$ cat src/rtl/rvga_debugbus_mon_pkg.sv
// Shared rvga decode-field types plus the debug-bus monitor
// trace record layout and counter map.
package rvga_debugbus_mon_pkg;

    typedef enum logic [6:0] {
        OP_LOAD   = 7'b0000011,
        OP_IMM    = 7'b0010011,
        OP_AUIPC  = 7'b0010111,
        OP_STORE  = 7'b0100011,
        OP_OP     = 7'b0110011,
        OP_LUI    = 7'b0110111,
        OP_BRANCH = 7'b1100011,
        OP_JALR   = 7'b1100111,
        OP_JAL    = 7'b1101111,
        OP_SYSTEM = 7'b1110011
    } rvga_opcode_e;

    // R..J are 0..5; 6 and 7 are unused encodings
    typedef enum logic [2:0] {
        IT_R = 3'd0,
        IT_I = 3'd1,
        IT_S = 3'd2,
        IT_B = 3'd3,
        IT_U = 3'd4,
        IT_J = 3'd5
    } rvga_inst_type_e;

    typedef enum logic [2:0] {
        BR_BEQ, BR_BNE, BR_BLT, BR_BGE, BR_BLTU, BR_BGEU
    } rvga_brop_e;

    typedef enum logic [2:0] {
        LD_LB, LD_LH, LD_LW, LD_LBU, LD_LHU
    } rvga_ldop_e;

    typedef enum logic [1:0] {
        ST_SB, ST_SH, ST_SW
    } rvga_strop_e;

    typedef enum logic [3:0] {
        AR_ADD, AR_SUB, AR_SLL, AR_SLT, AR_SLTU,
        AR_XOR, AR_SRL, AR_SRA, AR_OR, AR_AND
    } rvga_artop_e;

    typedef struct packed {
        rvga_opcode_e    opcode;
        rvga_inst_type_e inst_type;
        rvga_brop_e      brop;
        rvga_ldop_e      ldop;
        rvga_strop_e     strop;
        rvga_artop_e     artop;
    } rvga_trace_rec_t;

    localparam int RVGA_TRACE_W = $bits(rvga_trace_rec_t);

    localparam logic [3:0] MON_TOTAL  = 4'd0;
    localparam logic [3:0] MON_R      = 4'd1;
    localparam logic [3:0] MON_I      = 4'd2;
    localparam logic [3:0] MON_S      = 4'd3;
    localparam logic [3:0] MON_B      = 4'd4;
    localparam logic [3:0] MON_U      = 4'd5;
    localparam logic [3:0] MON_J      = 4'd6;
    localparam logic [3:0] MON_DROP   = 4'd7;
    localparam logic [3:0] MON_LOAD   = 4'd8;
    localparam logic [3:0] MON_STORE  = 4'd9;
    localparam logic [3:0] MON_BRANCH = 4'd10;
    localparam logic [3:0] MON_NUM    = 4'd11;
    localparam int         MON_CNT    = 11;

endpackage

$ cat src/rtl/rvga_debugbus_mon_fifo.sv
// Registered synchronous FIFO, no fall-through; dout is
// zero while empty. Push while full succeeds only with a pop.
module rvga_sync_fifo #(
    parameter int WIDTH = 8,
    parameter int DEPTH = 8
) (
    input  logic             clk,
    input  logic             rst,
    input  logic             clr,
    input  logic             push,
    input  logic             pop,
    input  logic [WIDTH-1:0] din,
    output logic [WIDTH-1:0] dout,
    output logic             full,
    output logic             empty
);

    localparam int AW = $clog2(DEPTH);

    logic [WIDTH-1:0] mem [DEPTH];
    logic [AW-1:0]    wr_ptr;
    logic [AW-1:0]    rd_ptr;
    logic [AW:0]      count;
    logic             do_push;
    logic             do_pop;

    assign full    = (count == (AW+1)'(DEPTH));
    assign empty   = (count == '0);
    assign do_pop  = pop && !empty;
    assign do_push = push && (!full || do_pop);
    assign dout    = empty ? '0 : mem[rd_ptr];

    always_ff @(posedge clk) begin
        if (do_push && !rst && !clr) begin
            mem[wr_ptr] <= din;
        end
    end

    always_ff @(posedge clk) begin
        if (rst || clr) begin
            wr_ptr <= '0;
            rd_ptr <= '0;
            count  <= '0;
        end else begin
            if (do_push) begin
                wr_ptr <= wr_ptr + 1'b1;
            end
            if (do_pop) begin
                rd_ptr <= rd_ptr + 1'b1;
            end
            case ({do_push, do_pop})
                2'b10:   count <= count + 1'b1;
                2'b01:   count <= count - 1'b1;
                default: count <= count;
            endcase
        end
    end

endmodule

$ cat src/rtl/rvga_debugbus_mon.sv
// Debug-bus monitor: saturating per-class instruction counters
// with a one-cycle read port, plus a trace FIFO of decoded records.
module rvga_debugbus_mon
    import rvga_debugbus_mon_pkg::*;
#(
    parameter int CNT_W       = 32,
    parameter int TRACE_DEPTH = 8
) (
    input  logic                    clk_i,
    input  logic                    reset_i,
    input  logic                    dbg_valid_i,
    input  rvga_opcode_e            dbg_opcode_i,
    input  rvga_inst_type_e         dbg_inst_type_i,
    input  rvga_brop_e              dbg_brop_i,
    input  rvga_ldop_e              dbg_ldop_i,
    input  rvga_strop_e             dbg_strop_i,
    input  rvga_artop_e             dbg_artop_i,
    input  logic                    clr_i,
    input  logic                    rd_en_i,
    input  logic [3:0]              rd_addr_i,
    output logic [CNT_W-1:0]        rd_data_o,
    output logic                    rd_valid_o,
    output logic                    trace_valid_o,
    input  logic                    trace_ready_i,
    output logic [RVGA_TRACE_W-1:0] trace_data_o,
    output logic                    trace_ovf_o
);

    logic [CNT_W-1:0]   cnt_q [MON_CNT];
    logic [MON_CNT-1:0] inc;
    logic [CNT_W-1:0]   rd_mux;
    logic               rec_valid;
    logic               fifo_full;
    logic               fifo_empty;
    logic               pop;
    logic               drop;
    rvga_trace_rec_t    rec;

    assign rec = '{
        opcode:    dbg_opcode_i,
        inst_type: dbg_inst_type_i,
        brop:      dbg_brop_i,
        ldop:      dbg_ldop_i,
        strop:     dbg_strop_i,
        artop:     dbg_artop_i
    };

    // clr wins: the colliding instruction is neither counted nor pushed
    assign rec_valid     = dbg_valid_i && !clr_i;
    assign trace_valid_o = !fifo_empty;
    assign pop           = trace_valid_o && trace_ready_i;
    assign drop          = rec_valid && fifo_full && !pop;

    rvga_sync_fifo #(
        .WIDTH (RVGA_TRACE_W),
        .DEPTH (TRACE_DEPTH)
    ) u_fifo (
        .clk   (clk_i),
        .rst   (reset_i),
        .clr   (clr_i),
        .push  (rec_valid),
        .pop   (pop),
        .din   (rec),
        .dout  (trace_data_o),
        .full  (fifo_full),
        .empty (fifo_empty)
    );

    always_comb begin
        inc = '0;
        if (rec_valid) begin
            inc[MON_TOTAL] = 1'b1;
            case (dbg_inst_type_i)
                IT_R:    inc[MON_R] = 1'b1;
                IT_I:    inc[MON_I] = 1'b1;
                IT_S:    inc[MON_S] = 1'b1;
                IT_B:    inc[MON_B] = 1'b1;
                IT_U:    inc[MON_U] = 1'b1;
                IT_J:    inc[MON_J] = 1'b1;
                default: ;
            endcase
            inc[MON_LOAD]   = (dbg_opcode_i == OP_LOAD);
            inc[MON_STORE]  = (dbg_opcode_i == OP_STORE);
            inc[MON_BRANCH] = (dbg_opcode_i == OP_BRANCH);
        end
        inc[MON_DROP] = drop;
    end

    always_comb begin
        rd_mux = '0;
        if (rd_addr_i < MON_NUM) begin
            rd_mux = cnt_q[rd_addr_i];
        end
    end

    // Reads sample the pre-update counters, so they see pre-clear values
    always_ff @(posedge clk_i) begin
        if (reset_i) begin
            for (int i = 0; i < MON_CNT; i++) begin
                cnt_q[i] <= '0;
            end
            rd_data_o   <= '0;
            rd_valid_o  <= 1'b0;
            trace_ovf_o <= 1'b0;
        end else begin
            rd_valid_o <= rd_en_i;
            if (rd_en_i) begin
                rd_data_o <= rd_mux;
            end
            if (clr_i) begin
                for (int i = 0; i < MON_CNT; i++) begin
                    cnt_q[i] <= '0;
                end
                trace_ovf_o <= 1'b0;
            end else begin
                for (int i = 0; i < MON_CNT; i++) begin
                    if (inc[i] && (cnt_q[i] != '1)) begin
                        cnt_q[i] <= cnt_q[i] + 1'b1;
                    end
                end
                if (drop) begin
                    trace_ovf_o <= 1'b1;
                end
            end
        end
    end

endmodule

$ cat config.mk
export PLATFORM = sky130hd
export DESIGN_NAME = rvga_debugbus_mon
export DESIGN_NICKNAME = d
export VERILOG_FILES = /design/src/rtl/rvga_debugbus_mon_pkg.sv /design/src/rtl/rvga_debugbus_mon_fifo.sv /design/src/rtl/rvga_debugbus_mon.sv
export SDC_FILE = /design/constraint.sdc
export NUM_CORES = 1
export LEC_CHECK = 0
export CORE_UTILIZATION = 40
export CTS_CLUSTER_DIAMETER = 50
export DETAILED_ROUTE_END_ITERATION = 8
export PLACE_DENSITY = 0.66
export SYNTH_ARGS = -nofsm -noshare
export SYNTH_HDL_FRONTEND = slang
export SYNTH_SLANG_ARGS = --single-unit
$ cat constraint.sdc
create_clock -name clk_i -period 4.25 [get_ports clk_i]
set_input_delay 0.85 -clock clk_i [delete_from_list [all_inputs] [get_ports clk_i]]
set_output_delay 0.85 -clock clk_i [all_outputs]
set_load 0.1 [all_outputs]
==> impl_metrics.env <==
export IMPL_cts_root_buf="clkbuf_16"
export IMPL_syn_area_um2=30000
export IMPL_clkLatencyLatePin_ps=640
export IMPL_setup_viol=0
export IMPL_numClockSinks=575
export IMPL_rsz0062_at_grt="false"
export IMPL_synth_area_leader_cell="edfxtp_1"
export IMPL_fmaxAchievable_mhz=274
export IMPL_cp_arrival_ps=2800
export IMPL_cts_setup_buffers=0
export IMPL_dpl_hpwl_mm=54.1
export IMPL_cap_violations=0
export IMPL_min_path_type="flip-flop to flip-flop"
export IMPL_synthDistinctLibCells=56
export IMPL_grt_max_degree=68
export IMPL_critical_path_class="flip-flop to primary output"
export IMPL_whs_path_depth=2
export IMPL_end_kind="primary output"
export IMPL_status="complete, no violations"
export IMPL_final_layout_size_suffix_gt1_share_pct=13.0
export IMPL_ant_nets=0
export IMPL_p_clk_share_pct=46.0
export IMPL_num_vias=20925
export IMPL_combPwrFrac_pct=6.2
export IMPL_multi_input_area_um2=12600
export IMPL_synth_edf_count=528
export IMPL_drt_wl_total_mm=77.2
export IMPL_p_leak_uw=0.0112
export IMPL_seq_area_frac_synth_pct=55.9
export IMPL_gp_congestion=0.885
export IMPL_p_per_area_nw_per_um2=401
export IMPL_swShare_pct=24.6
export IMPL_p_switching_uw=3410
export IMPL_start_util_pct=40.4
export IMPL_die_area_um2=76200
export IMPL_postCtsHoldBufs=0
export IMPL_fillers=6605
export IMPL_vias_per_cell=5.77
export IMPL_fp_dieW_um=276
export IMPL_ys_ff_latch=575
export IMPL_finClkSkew_ps=35.1
export IMPL_clockBufferDepth=3
export IMPL_crit_fanout=18
export IMPL_p_int_uw=10400
export IMPL_antenna_found_initial=2
export IMPL_clk_pin_slew_ps=60
export IMPL_first_global_vias=20190
export IMPL_yosysWarnings=0
export IMPL_min_period_ps=3650
export IMPL_syn_avg_cell_area_um2=12.0
export IMPL_async_reset_ff_share_pct=0
export IMPL_finalHoldViolations=0
export IMPL_wire_per_inst_um=21.3
export IMPL_r2r_setup_slack_ps=970
export IMPL_core_area_um2=74300
export IMPL_slew_viol_final=0
export IMPL_fp_row_count=100
export IMPL_critPathLaunchType="flip-flop"
export IMPL_cts_repair_resize_count=0
export IMPL_maxSlewHeadroom_pct=18.6
export IMPL_io_pins=89
export IMPL_fin_setup_tns_ps=0
export IMPL_cp_data_required_time_ps=3400
export IMPL_drt_iter0_drc=2074
export IMPL_first_pass_iters=5
export IMPL_synth_nets=2558
export IMPL_synthCells=2512
export IMPL_antenna_cells=0
export IMPL_yosysTopAreaCellShare_pct=52.8
export IMPL_grt_usage_pct=20.3
export IMPL_peakVddDrop_uv=281
export IMPL_area_growth_pct=15.1
export IMPL_die_height_um=276
export IMPL_synthFlopType="edfxtp_1"
export IMPL_drcViolationCount=0
export IMPL_whs_ps=471
export IMPL_cts_buffers=74
export IMPL_synthTopCellsByArea="edfxtp_1, mux4_2, xor2_1"
export IMPL_io_buffers=88
export IMPL_ctsHtreeMaxLevel=3
export IMPL_worst_pin_slew_ps=1220
export IMPL_grt_pass1_wl_mm=119
export IMPL_overflow=0
export IMPL_fin_crit_sh_pct=85.9
export IMPL_seq_area_um2=16800
export IMPL_cts_tree="done"
export IMPL_final_nets=2646
export IMPL_reg2regPathDepth=6
export IMPL_seq_power_share_pct=47.8
-- power by group through the flow --
stage	Combinational, uW	Sequential (uW)	Clock (uW)
final	862	6620	6370
after global routing	910	6640	6700
after CTS	862	6610	6480
after detailed placement	856	6720	0
after global placement	843	6710	0
after floorplan	516	6700	0
-- cell usage in the layout, fill, tap and decap left out, types with 62 or more instances in the layout --
cell type,instances
mux2i_1,87
clkdlybuf4s50_1,62
mux4_2,108
xor2_1,208
nand3_1,153
nor2_1,449
nand2_1,159
clkbuf_16,77
nand4_1,112
xnor2_1,111
edfxtp_1,528
buf_4,76
-- through the flow --
stage | utilization, % | setup slack [ps] | area (um^2) | std cells | power [uW]
after floorplan | - | 91.2 | 30000 | 2512 | 7220
after global placement | 43.1 | 544 | 32000 | 3493 | 7550
after detailed placement | 43.1 | 531 | 32000 | 3493 | 7580
after CTS | 46.5 | 456 | 34600 | 3629 | 13900
after global routing | 46.5 | 352 | 34600 | 3629 | 14200
final | 46.5 | 598 | 34600 | 3629 | 13900
-- worst max-delay path, stage by stage (launching register included) --
cell,delay [ps]
dfxtp_2,680
buf_4,440
mux4_2,570
mux2i_1,180
nor2_1,70
buf_4,240
-- path summary, 6_finish.rpt --
path / endpoint / from
min: rd_data_o[0] / rd_data_o[0]
max: trace_data_o[0] / flip-flop
min reg2reg: rd_data_o[0] / rd_data_o[0]
max reg2reg: cnt_q[1][31] / cnt_q[1][9]
-- final cells by class --
type,instances,share of cell area (%)
Sequential cell,575,48.6
Multi-Input combinational cell,1777,36.5
Clock buffer,95,5.91
Timing Repair Buffer,144,3.75
Tap cell,969,3.51
Clock inverter,41,1.40
Inverter,28,0.304
-- metal layers --
layer	vias up	wire length [um]	track usage, %
met3	125	6490	3.84
li1	9517	-	-
met1	10407	33100	28.4
met2	872	35000	31.1
met4	4	2530	7.85
met5	-	31	0
-- cell usage after synthesis (2+ instances only) --
master and number:
a21oi_1 56, a41o_1 3, and2_1 20, and3_1 61, and4_1 33, buf_1 10, buf_2 47, buf_4 4
clkbuf_1 71, dfxtp_1 47, edfxtp_1 528, ha_1 14, inv_1 28, mux2i_1 87, mux4_2 108, nand2_1 159
nand2b_1 4, nand3_1 153, nand3b_1 6, nand4_1 112, nand4b_1 6, nor2_1 456, nor2b_1 5, nor3_1 35
nor4_1 32, nor4_2 3, nor4_4 2, nor4b_1 2, o211ai_1 3, o21ai_0 19, o21bai_1 5, o221ai_1 32
o31ai_1 2, or2_2 4, or3_1 15, or4_1 3, xnor2_1 111, xor2_1 208
-- registers in the layout (all words and copies together) (netlist names), named ones only --
| register | cells |
|---|---|
| cnt_q | 352 |
| trace_ovf_o | 1 |
| u_fifo.rd_ptr | 3 |
| u_fifo.count | 4 |
| rd_valid_o | 1 |
| u_fifo.mem | 176 |
| u_fifo.wr_ptr | 3 |
| rd_data_o | 32 |
-- logic make-up (layout without fill, tap and decap cells) --
group / after synthesis / after routing / synth area share (%)
muxes: 195 / 195 / 11.0
and+or+nand+nor: 1118 / 1118 / 18.0
xor gates and xnor gates: 319 / 319 / 9.31
adders and majority gates: 14 / 14 / 0.583
DFF: 575 / 575 / 55.9
AOI/OAI and AO/OA: 131 / 131 / 2.88
buffers and inverters: 160 / 308 / 2.25
No activity file was read; power rests on OpenSTA's default activity.
